$ cat config.mk
export PLATFORM = sky130hd
export DESIGN_NAME = ifetch_unit
export DESIGN_NICKNAME = d
export VERILOG_FILES = /design/src/rtl/ifetch_unit.sv
export SDC_FILE = /design/constraint.sdc
export NUM_CORES = 1
export LEC_CHECK = 0
export CAP_MARGIN = 25
export CORE_MARGIN = 2
export CORE_UTILIZATION = 30
export DETAILED_ROUTE_END_ITERATION = 16
export DONT_BUFFER_PORTS = 1
export HOLD_SLACK_MARGIN = 0.05
export PLACE_DENSITY = 0.43
export SETUP_SLACK_MARGIN = 0.05
export SLEW_MARGIN = 20
export SYNTH_ARGS = -nofsm -noshare
export SYNTH_HDL_FRONTEND = slang
export SYNTH_SLANG_ARGS = --single-unit
export TNS_END_PERCENT = 5
$ cat constraint.sdc
create_clock -name clk -period 5.5 [get_ports clk]
set_input_delay 1.1 -clock clk [delete_from_list [all_inputs] [get_ports clk]]
set_output_delay 1.1 -clock clk [all_outputs]
set_load 0.02 [all_outputs]
$ cat src/rtl/ifetch_unit.sv
// ifetch_unit: instruction-fetch front end driving an async-read ROM, with a
// registered instruction slot, redirect flush and halt-on-HALT_WORD.
module ifetch_unit #(
  parameter int          ADDR_W    = 5,
  parameter logic [31:0] RESET_PC  = 32'h00000000,
  parameter logic [31:0] HALT_WORD = 32'h00000000
) (
  input  logic              clk,
  input  logic              rst_n,
  output logic [ADDR_W-1:0] rom_addr,
  input  logic [31:0]       rom_data,
  input  logic              redirect_valid,
  input  logic [31:0]       redirect_target,
  output logic [31:0]       instr,
  output logic [31:0]       instr_pc,
  output logic              instr_valid,
  input  logic              instr_ready,
  output logic              halted,
  output logic [31:0]       fetch_count
);
  typedef enum logic {RUN, HALT} state_t;
  state_t      r_state;
  logic [31:0] r_pc;
  logic [31:0] r_instr;
  logic [31:0] r_instr_pc;
  logic [31:0] r_count;
  logic        r_valid;
  logic        w_acc;
  logic        w_ld;
  assign w_acc       = r_valid & instr_ready;
  assign w_ld        = ~r_valid | instr_ready;
  assign rom_addr    = r_pc[ADDR_W+1:2];
  assign instr       = r_instr;
  assign instr_pc    = r_instr_pc;
  assign instr_valid = r_valid;
  assign halted      = (r_state == HALT);
  assign fetch_count = r_count;
  always_ff @(posedge clk) begin
    if (!rst_n) begin
      r_state    <= RUN;
      r_pc       <= RESET_PC;
      r_instr    <= '0;
      r_instr_pc <= '0;
      r_valid    <= 1'b0;
      r_count    <= '0;
    end else begin
      if (w_acc) r_count <= r_count + 32'd1;
      if (r_state == RUN) begin
        if (redirect_valid) begin
          r_pc    <= {redirect_target[31:2], 2'b00};
          r_valid <= 1'b0;
        end else if (w_ld) begin
          r_instr    <= rom_data;
          r_instr_pc <= r_pc;
          r_valid    <= 1'b1;
          // the halt word is presented to decode but pc parks on it
          if (rom_data == HALT_WORD) r_state <= HALT;
          else r_pc <= r_pc + 32'd4;
        end
      end else if (w_acc) begin
        r_valid <= 1'b0;
      end
    end
  end
endmodule

==> results of run 1 <==
[synthesized netlist by cell type (all sizes together) (2+ instances only)]
cell | count | share of area
clkinv | 2 | 0.0013
a21oi | 107 | 0.091
nand4 | 18 | 0.023
nor4b | 3 | 0.0092
nor3 | 17 | 0.015
ha | 2 | 0.0043
nor2 | 48 | 0.031
a2bb2oi | 2 | 0.0030
nor3b | 3 | 0.0038
a32oi | 6 | 0.0090
a31oi | 4 | 0.0043
and2 | 2 | 0.0021
o221a | 7 | 0.013
o32ai | 17 | 0.031
a22o | 2 | 0.0030
o31a | 2 | 0.0030
dfxtp | 126 | 0.43
and3 | 4 | 0.0043
nor2b | 3 | 0.0032
or3 | 5 | 0.0053
a22oi | 9 | 0.012
nand2b | 3 | 0.0032
nand3 | 20 | 0.018
buf | 20 | 0.020
inv | 8 | 0.0051
xor2 | 4 | 0.0060
a41oi | 2 | 0.0030
xnor2 | 20 | 0.030
or4 | 2 | 0.0032
mux2i | 3 | 0.0051
nor4 | 25 | 0.030
nand2 | 175 | 0.11
clkbuf | 45 | 0.029
and4 | 6 | 0.0090
o21ai | 9 | 0.0077
[worst min path at each step]
stage / from / endpoint / slack, ns / cells after the start
global route: r_pc[8]$_SDFFE_PN0P_ / instr_pc[8]$_SDFFE_PN0P_ / 0.52 / 2
finish: r_pc[8]$_SDFFE_PN0P_ / instr_pc[8]$_SDFFE_PN0P_ / 0.49 / 2
floorplan: r_pc[19]$_SDFFE_PN0P_ / instr_pc[19]$_SDFFE_PN0P_ / 0.45 / 2
detailed placement: r_pc[19]$_SDFFE_PN0P_ / instr_pc[19]$_SDFFE_PN0P_ / 0.49 / 2
global placement: r_pc[22]$_SDFFE_PN0P_ / r_pc[22]$_SDFFE_PN0P_ / 0.49 / 2
CTS: r_pc[19]$_SDFFE_PN0P_ / instr_pc[19]$_SDFFE_PN0P_ / 0.49 / 2
[kinds of logic after synthesis]
logic type,count (synthesis),share of synthesized area
adders and majority gates,2,0.00427
AOI/OAI and AO/OA,177,0.194
xor gates and xnor gates,24,0.0359
other,1,0.000640
and+or+nand+nor,334,0.272
muxes,4,0.00705
DFF,126,0.431
buffers and inverters,75,0.0553
[worst max-delay path: stages]
cell and delay, ns:
nor4_1 0.38, nand4_1 0.24, o21ai_2 0.16, buf_4 0.39
and2_1 0.19, buf_4 0.33, o221a_2 0.25
[final cells by class]
type | instances | area (um^2) | area share
Clock inverter | 7 | 90.1 | 0.0138
Inverter | 10 | 38.8 | 0.00592
Clock buffer | 23 | 458 | 0.0699
Multi-Input combinational cell | 543 | 3030 | 0.463
Tap cell | 265 | 332 | 0.0506
Timing Repair Buffer | 9 | 80.1 | 0.0122
Sequential cell | 126 | 2520 | 0.385
[power by group]
part,switching [mW],internal [mW],leakage (nW)
clock,0.398,0.671,0.263
combinational,0.0823,0.0488,0.833
sequential,0.0756,0.952,1.03
total,0.556,1.67,2.12
[state kept, by name, summed over array words and instances (netlist names)]
signal	cells
instr_valid	1
halted	1
instr	32
fetch_count	32
r_pc	30
instr_pc	30
[per-stage QoR]
stage               worst slack [ns]  hold WS, ns  cell area, um^2  cells  total power, mW
finish                          2.79        0.489             6550    983             2.23
global route                    2.62        0.516             6550    983             2.33
CTS                             2.80        0.495             6550    983             2.27
detailed placement              2.36        0.485             6000    953             1.18
global placement                2.37        0.487             5980    951             1.17
floorplan                       2.94        0.454             5860    744             1.15
[per-layer routing]
metal,vias up,wire length (um)
met1,2550,7530
li1,2549,-
met3,23,1490
met4,0,273
met2,164,8760
met5,-,0
==> results_dict.tcl, run 1 <==
set metrics [dict create \
    outcome "finished, final reports clean" \
    crit_required_ns 5.85 \
    hpwl_mm 11.9 \
    die_w_um 144 \
    layout.nets 777 \
    worstSetupPathType "in2reg" \
    fin_util 0.339 \
    diodes 0 \
    num_io_pins 171 \
    fin_crit_ns 2.71 \
    gp_congestion 0.791 \
    synth_edf_count 0 \
    synth-seq-area-share 0.431 \
    ys_types 60 \
    vias_per_cell 5.38 \
    syn_area_mm2 0.00586 \
    ys_async_sr_fraction 0 \
    worst-path-max-fanout 35 \
    start_util 0.303 \
    max_freq_mhz 369 \
    rr_endpoint "fetch_count[31]$_SDFFE_PN0P_" \
    rr_worst_depth 5 \
    mostFrequentLayoutCells "nand2_1, dfxtp_1, a21oi_1, nor2_1, nor4_1" \
    dr.pass1.iters 5 \
    core_mm2 0.0193 \
    p_leak_nw 2.12 \
    drt_iter0_markers 303 \
    vdd_drop_max_mv 0.186 \
    cts-htree-levels 4 \
    area_delta_synth_final_pct 11.9 \
    holdBufCountCts 0 \
    cts_buffers 17 \
    clk_latency_ns 0.42 \
    grt_pass1_vias 4940 \
    syn_avg_cell_area_um2 7.88 \
    cts-root-buf "clkbuf_16" \
    grt_use_total 0.172 \
    final_layout_size_suffix_gt1_frac 0.0836 \
    fillCellCount 2035 \
    met1_usage 0.216 \
    drc 0 \
    antenna_left 0 \
    cp-end-kind "flip-flop" \
    final_common_cell "nand2_1" \
    cp.arrival_ns 3.06 \
    syn_inst 743 \
    rows 51 \
    clock_path_buffers 2 \
    wirelength_mm 18.1 \
    die_y_um 144 \
    timing.final.max_slew_violations 0 \
    grt_pass1_wl_mm 27.4 \
    power_density_mw_per_mm2 340 \
    maxCapViolCount 0 \
    die_area_mm2 0.0207 \
    post_cts_buffers 0 \
    post-route-period-util 0.492 \
    hp-class "reg2reg" \
    crit_start "rom_data[30]" \
    hold_violations 0 \
    tns_ns 0 \
    synth_flop_cell "dfxtp_1" \
    grt_max_degree 73 \
    portBuffers 0 \
    ys_warn_count 0 \
    synth-seq-cells 126 \
    grtUsageMet3 0.0580 \
    busiest_layer "met2" \
    rsz0062_at_grt "false" \
    relSlewSlack 0.454 \
    fin_skew_ns 0.0116 \
    grt_antenna_before_repair 0 \
    clk_pin_slew_ns 0.05 \
    crit_path_start_kind "input pin" \
    routedWlPerCell_um 18.4 \
    vias 5286 \
    cts_tree "yes" \
    rrSetupSlack_ns 2.94 \
    overflow 0 \
    crit_path_end "r_pc[8]$_SDFFE_PN0P_" \
    finalSetupViolCount 0 \
    ctsResizeCount 0 \
    grtUsageMet2 0.272 \
    cts.sinks 126 \
    r2r_start "fetch_count[2]$_SDFFE_PN0P_" \
    worstMarginPinSlew_ns 0.812 \
]
Power figures use the tool's default switching activity.
==> inputs of run 2 (changes only) <==
PLACE_DENSITY = 0.44   (was 0.43)
clock period = 2.4 ns   (was 5.5 ns; I/O delays follow)
==> results_dict.tcl, run 2 (synthesis results as in run 1) <==
set metrics [dict create \
    outcome "finished, final reports clean" \
    worst_path_max_delay_cell "dfxtp_1" \
    finalSetupViolCount 0 \
    grtUsageMet2 0.280 \
    p_total_mw 5.39 \
    hp-class "in2reg" \
    drc 0 \
    die_area_mm2 0.0207 \
    routedWlPerCell_um 17.7 \
    grtUsageMet3 0.0497 \
    cts_buffers 17 \
    met1_usage 0.216 \
    hold_violations 0 \
    num_io_pins 171 \
    gp_congestion 0.779 \
    core_mm2 0.0193 \
    hold_end "instr[12]$_SDFFE_PN0P_" \
    min_from "rom_data[12]" \
    portBuffers 0 \
    dp.cells 988 \
    timing.final.max_slew_violations 0 \
    clock_path_buffers 2 \
    vdd_drop_max_mv 0.458 \
    final_common_cell "nand2_1" \
    power_density_mw_per_mm2 778 \
    start_util 0.303 \
    final_layout_size_suffix_gt1_frac 0.134 \
    wirelength_mm 18.0 \
    busiest_layer "met2" \
    p_leak_nw 2.37 \
    drt_iter0_markers 278 \
    post_cts_buffers 0 \
    place_area_mm2 0.00632 \
    grt_pass1_wl_mm 27.7 \
    crit_required_ns 2.73 \
    fin_skew_ns 0.00973 \
    grt_max_degree 73 \
    tns_ns 0 \
    antenna_left 0 \
    diodes 0 \
    clk_pin_slew_ns 0.06 \
    instances_no_fill 1020 \
    ctsResizeCount 0 \
    final_area_mm2 0.00694 \
    cpMostUsedCell "nand3_1" \
    critPathMaxStageDelay_ns 0.42 \
    vias_per_cell 5.33 \
    maxCapViolCount 0 \
    critPathTopFamily "simple AND/OR/NAND/NOR gates" \
    dr.pass1.iters 4 \
    cts-root-buf "clkbuf_16" \
    clk_latency_ns 0.42 \
    layout.nets 812 \
    worstSetupPathType "reg2reg" \
    rr_worst_depth 7 \
    cp-end-kind "flip-flop" \
    grt_pass1_vias 5066 \
    hpwl_mm 12.2 \
    area_delta_synth_final_pct 18.4 \
    min_path_cells 2 \
    mostFrequentLayoutCells "nand2_1, dfxtp_1, a21oi_1, nor2_1, buf_4" \
    fin_crit_ns 2.11 \
    pre_cts_slack_ns 0.283 \
    crit_buf_inv 1 \
    holdBufCountCts 0 \
    r2r_start "r_pc[2]$_SDFFE_PN0P_" \
    rows 51 \
    worst-path-max-fanout 12 \
    cts_tree "yes" \
    rsz0062_at_grt "false" \
    post-route-period-util 0.880 \
    cts.sinks 126 \
    grt_use_total 0.172 \
    max_freq_mhz 473 \
    vias 5439 \
    crit_path_start_kind "flip-flop" \
    path_cells "ha_1 > nand3_1 > nor4_2 > buf_4 > nand3_1 > o31a_1 > o32ai_1" \
    overflow 0 \
    cp.arrival_ns 2.44 \
    cts-htree-levels 4 \
    rr_endpoint "r_pc[24]$_SDFFE_PN0P_" \
    fin_ws_ns 0.288 \
    die_y_um 144 \
    rrSetupSlack_ns 0.29 \
    grt_antenna_before_repair 0 \
    die_w_um 144 \
]
==> run 2: changes by cell type in the layout (fill, tap and decap cells not counted), sizes merged <==
cell,delta
clkinvlp,-1
buf,+35
bufinv,+1
clkinv,+3
clkbuf,-1
==> run 2: power by group <==
part / internal [mW] / switching (mW)
Combinational: 0.137 / 0.217
Clock: 1.74 / 0.968
Sequential: 2.18 / 0.151
==> run 2: per-layer routing <==
metal | vias up | wire [um]
met5 | - | 0
met4 | 0 | 300
met3 | 20 | 1160
met2 | 160 | 8800
met1 | 2637 | 7760
li1 | 2622 | -
==> run 2: area by class of cell <==
cell class / instances / area (um^2)
Clock buffer: 22 / 484
Multi-Input combinational cell: 543 / 3030
Inverter: 10 / 38.8
Timing Repair Buffer: 44 / 393
Fill cell: 2010 / 12400
Tap cell: 265 / 332
Sequential cell: 126 / 2520
Clock inverter: 10 / 135
==> run 2: how the worst max path moves through the flow <==
stage / start / end / slack (ns) / depth (start not counted)
floorplan: rom_data[17] / r_pc[19]$_SDFFE_PN0P_ / 0.46 / 6
global placement: r_pc[2]$_SDFFE_PN0P_ / r_pc[24]$_SDFFE_PN0P_ / 0.33 / 7
detailed placement: rom_data[25] / r_pc[19]$_SDFFE_PN0P_ / 0.28 / 6
CTS: r_pc[2]$_SDFFE_PN0P_ / r_pc[24]$_SDFFE_PN0P_ / 0.27 / 7
global route: r_pc[2]$_SDFFE_PN0P_ / r_pc[24]$_SDFFE_PN0P_ / 0.12 / 7
finish: r_pc[2]$_SDFFE_PN0P_ / r_pc[24]$_SDFFE_PN0P_ / 0.29 / 7
==> run 2: worst reg2reg max path, stage by stage (launching register included) <==
cell and delay [ns]:
dfxtp_1 0.42, ha_1 0.25, nand3_1 0.22, nor4_2 0.31, buf_4 0.24, nand3_1 0.12
o31a_1 0.26, o32ai_1 0.21
==> run 2: through the flow <==
step | hold WS [ns] | util
6_report | 0.199 | 0.359
5_1_grt | 0.177 | 0.359
4_1_cts | 0.176 | 0.359
3_5_place_dp | 0.488 | 0.327
3_3_place_gp | 0.478 | 0.327
2_1_floorplan | 0.454 | -
==> inputs of run 3 (changes only) <==
PLACE_DENSITY = 0.43   (was 0.44)
clock period = 2 ns   (was 2.4 ns; I/O delays follow)
==> results_dict.tcl, run 3 (synthesis results as in run 1) <==
set metrics [dict create \
    outcome "finished, final reports clean" \
    cts_tree "yes" \
    maxCapViolCount 0 \
    grt_use_total 0.171 \
    overflow 0 \
    portBuffers 0 \
    cpMostUsedCell "nand3_1" \
    final_common_cell "nand2_1" \
    rows 51 \
    clk_pin_slew_ns 0.06 \
    vias 5487 \
    hold_violations 0 \
    holdWs_ns 0.115 \
    rsz0062_at_grt "true" \
    hp-class "in2reg" \
    die_y_um 144 \
    vdd_drop_max_mv 0.539 \
    grt_pass1_wl_mm 27.8 \
    post-route-period-util 0.921 \
    area_delta_synth_final_pct 22.4 \
    layout.nets 839 \
    routedWlPerCell_um 17.2 \
    grt_max_degree 73 \
    mostFrequentLayoutCells "nand2_1, dfxtp_1, a21oi_1, buf_4, nor2_1" \
    cp.arrival_ns 2.16 \
    power_density_mw_per_mm2 901 \
    timing.final.max_slew_violations 0 \
    start_util 0.303 \
    rrSetupSlack_ns 0.16 \
    cts_buffers 17 \
    clk_latency_ns 0.41 \
    drc 0 \
    p_total_mw 6.46 \
    vias_per_cell 5.24 \
    final_layout_size_suffix_gt1_frac 0.176 \
    finalSetupViolCount 0 \
    cts-root-buf "clkbuf_16" \
    grt_pass1_vias 5235 \
    crit_buf_inv 1 \
    dr.pass1.iters 4 \
    worst_path_max_delay_cell "dfxtp_2" \
    die_area_mm2 0.0207 \
    wirelength_mm 18.0 \
    cts.sinks 126 \
    max_freq_mhz 543 \
    critPathMaxStageDelay_ns 0.37 \
    holdBufCountCts 0 \
    num_io_pins 171 \
    cts-htree-levels 4 \
    critPathTopFamily "simple AND/OR/NAND/NOR gates" \
    tns_ns 0 \
    core_mm2 0.0193 \
    fin_skew_ns 0.0110 \
    die_w_um 144 \
    crit_path_start_kind "flip-flop" \
    p_leak_nw 2.49 \
    worstSetupPathType "reg2reg" \
    worst-path-max-fanout 5 \
    gp_congestion 0.772 \
    grt_antenna_before_repair 0 \
    hpwl_mm 12.4 \
    diodes 0 \
    clock_path_buffers 2 \
    cp-end-kind "flip-flop" \
    antenna_left 0 \
    drt_iter0_markers 341 \
    fin_crit_ns 1.84 \
    crit_required_ns 2.32 \
    path_cells "ha_2 > nand3_1 > nor4_2 > buf_4 > nand3_1 > o31a_1 > o32ai_1" \
]
run 3: cell count changes in the layout (fill, tap and decap cells not counted), sizes merged:
cell	delta
inv	+2
clkbuf	-3
clkinvlp	+2
clkinv	-1
buf	+27
run 3: final cells by class:
| class | instances | area, um^2 |
|---|---|---|
| clock buffer | 19 | 453 |
| clock inverter | 13 | 163 |
| fill | 1992 | 12200 |
| inverter | 10 | 38.8 |
| multi-input combinational | 543 | 3050 |
| sequential | 126 | 2530 |
| tap | 265 | 332 |
| timing repair buffer | 71 | 596 |
run 3: per-stage QoR:
| step | cells | setup slack [ns] | instance area [um^2] | util |
|---|---|---|---|---|
| floorplan | 744 | 0.0888 | 5860 | - |
| global placement | 1011 | 0.0150 | 6490 | 0.336 |
| CTS | 1043 | 0.0515 | 7110 | 0.368 |
| detailed placement | 1011 | 0.0206 | 6490 | 0.336 |
| global route | 1047 | 0.00852 | 7170 | 0.371 |
| finish | 1047 | 0.158 | 7170 | 0.371 |
run 3: metal layers:
metal  GRT usage  vias to the layer above  routed length, um  part of all wire
li1            -                     2690                  -                 -
met2       0.269                      172               8510              0.47
met1       0.214                     2605               7770              0.43
met4      0.0604                        0                291             0.016
met5           0                        -                  0                 0
met3      0.0643                       20               1420             0.079
run 3: worst paths after layout:
check | startpoint | endpoint | depth (start not counted)
setup / recovery | r_pc[3]$_SDFFE_PN0P_ | r_pc[24]$_SDFFE_PN0P_ | 7
hold / removal | rom_data[11] | instr[11]$_SDFFE_PN0P_ | 2
setup reg to reg | r_pc[3]$_SDFFE_PN0P_ | r_pc[24]$_SDFFE_PN0P_ | 7
hold reg to reg | r_pc[22]$_SDFFE_PN0P_ | r_pc[22]$_SDFFE_PN0P_ | 2
run 3: report_power, final:
part           internal (mW)  total [mW]  switching (mW)  leakage, nW
clock                   2.03        3.21            1.18        0.296
combinational          0.177       0.448           0.271         1.17
sequential              2.62        2.79           0.174         1.03
total                   4.83        6.46            1.63         2.49
run 3: repair_timing:
action / 4_1_cts / 5_1_grt
setup endpoints to repair: 2 / 10
pin swaps: 0 / 5
gates resized for setup: 2 / 9
setup buffers: 0 / 4
run 3: worst register-to-register path: stages, from the launching register on:
cell     delay [ns]
dfxtp_2        0.37
ha_2           0.21
nand3_1        0.14
nor4_2         0.27
buf_4          0.19
nand3_1        0.11
o31a_1         0.26
o32ai_1        0.21
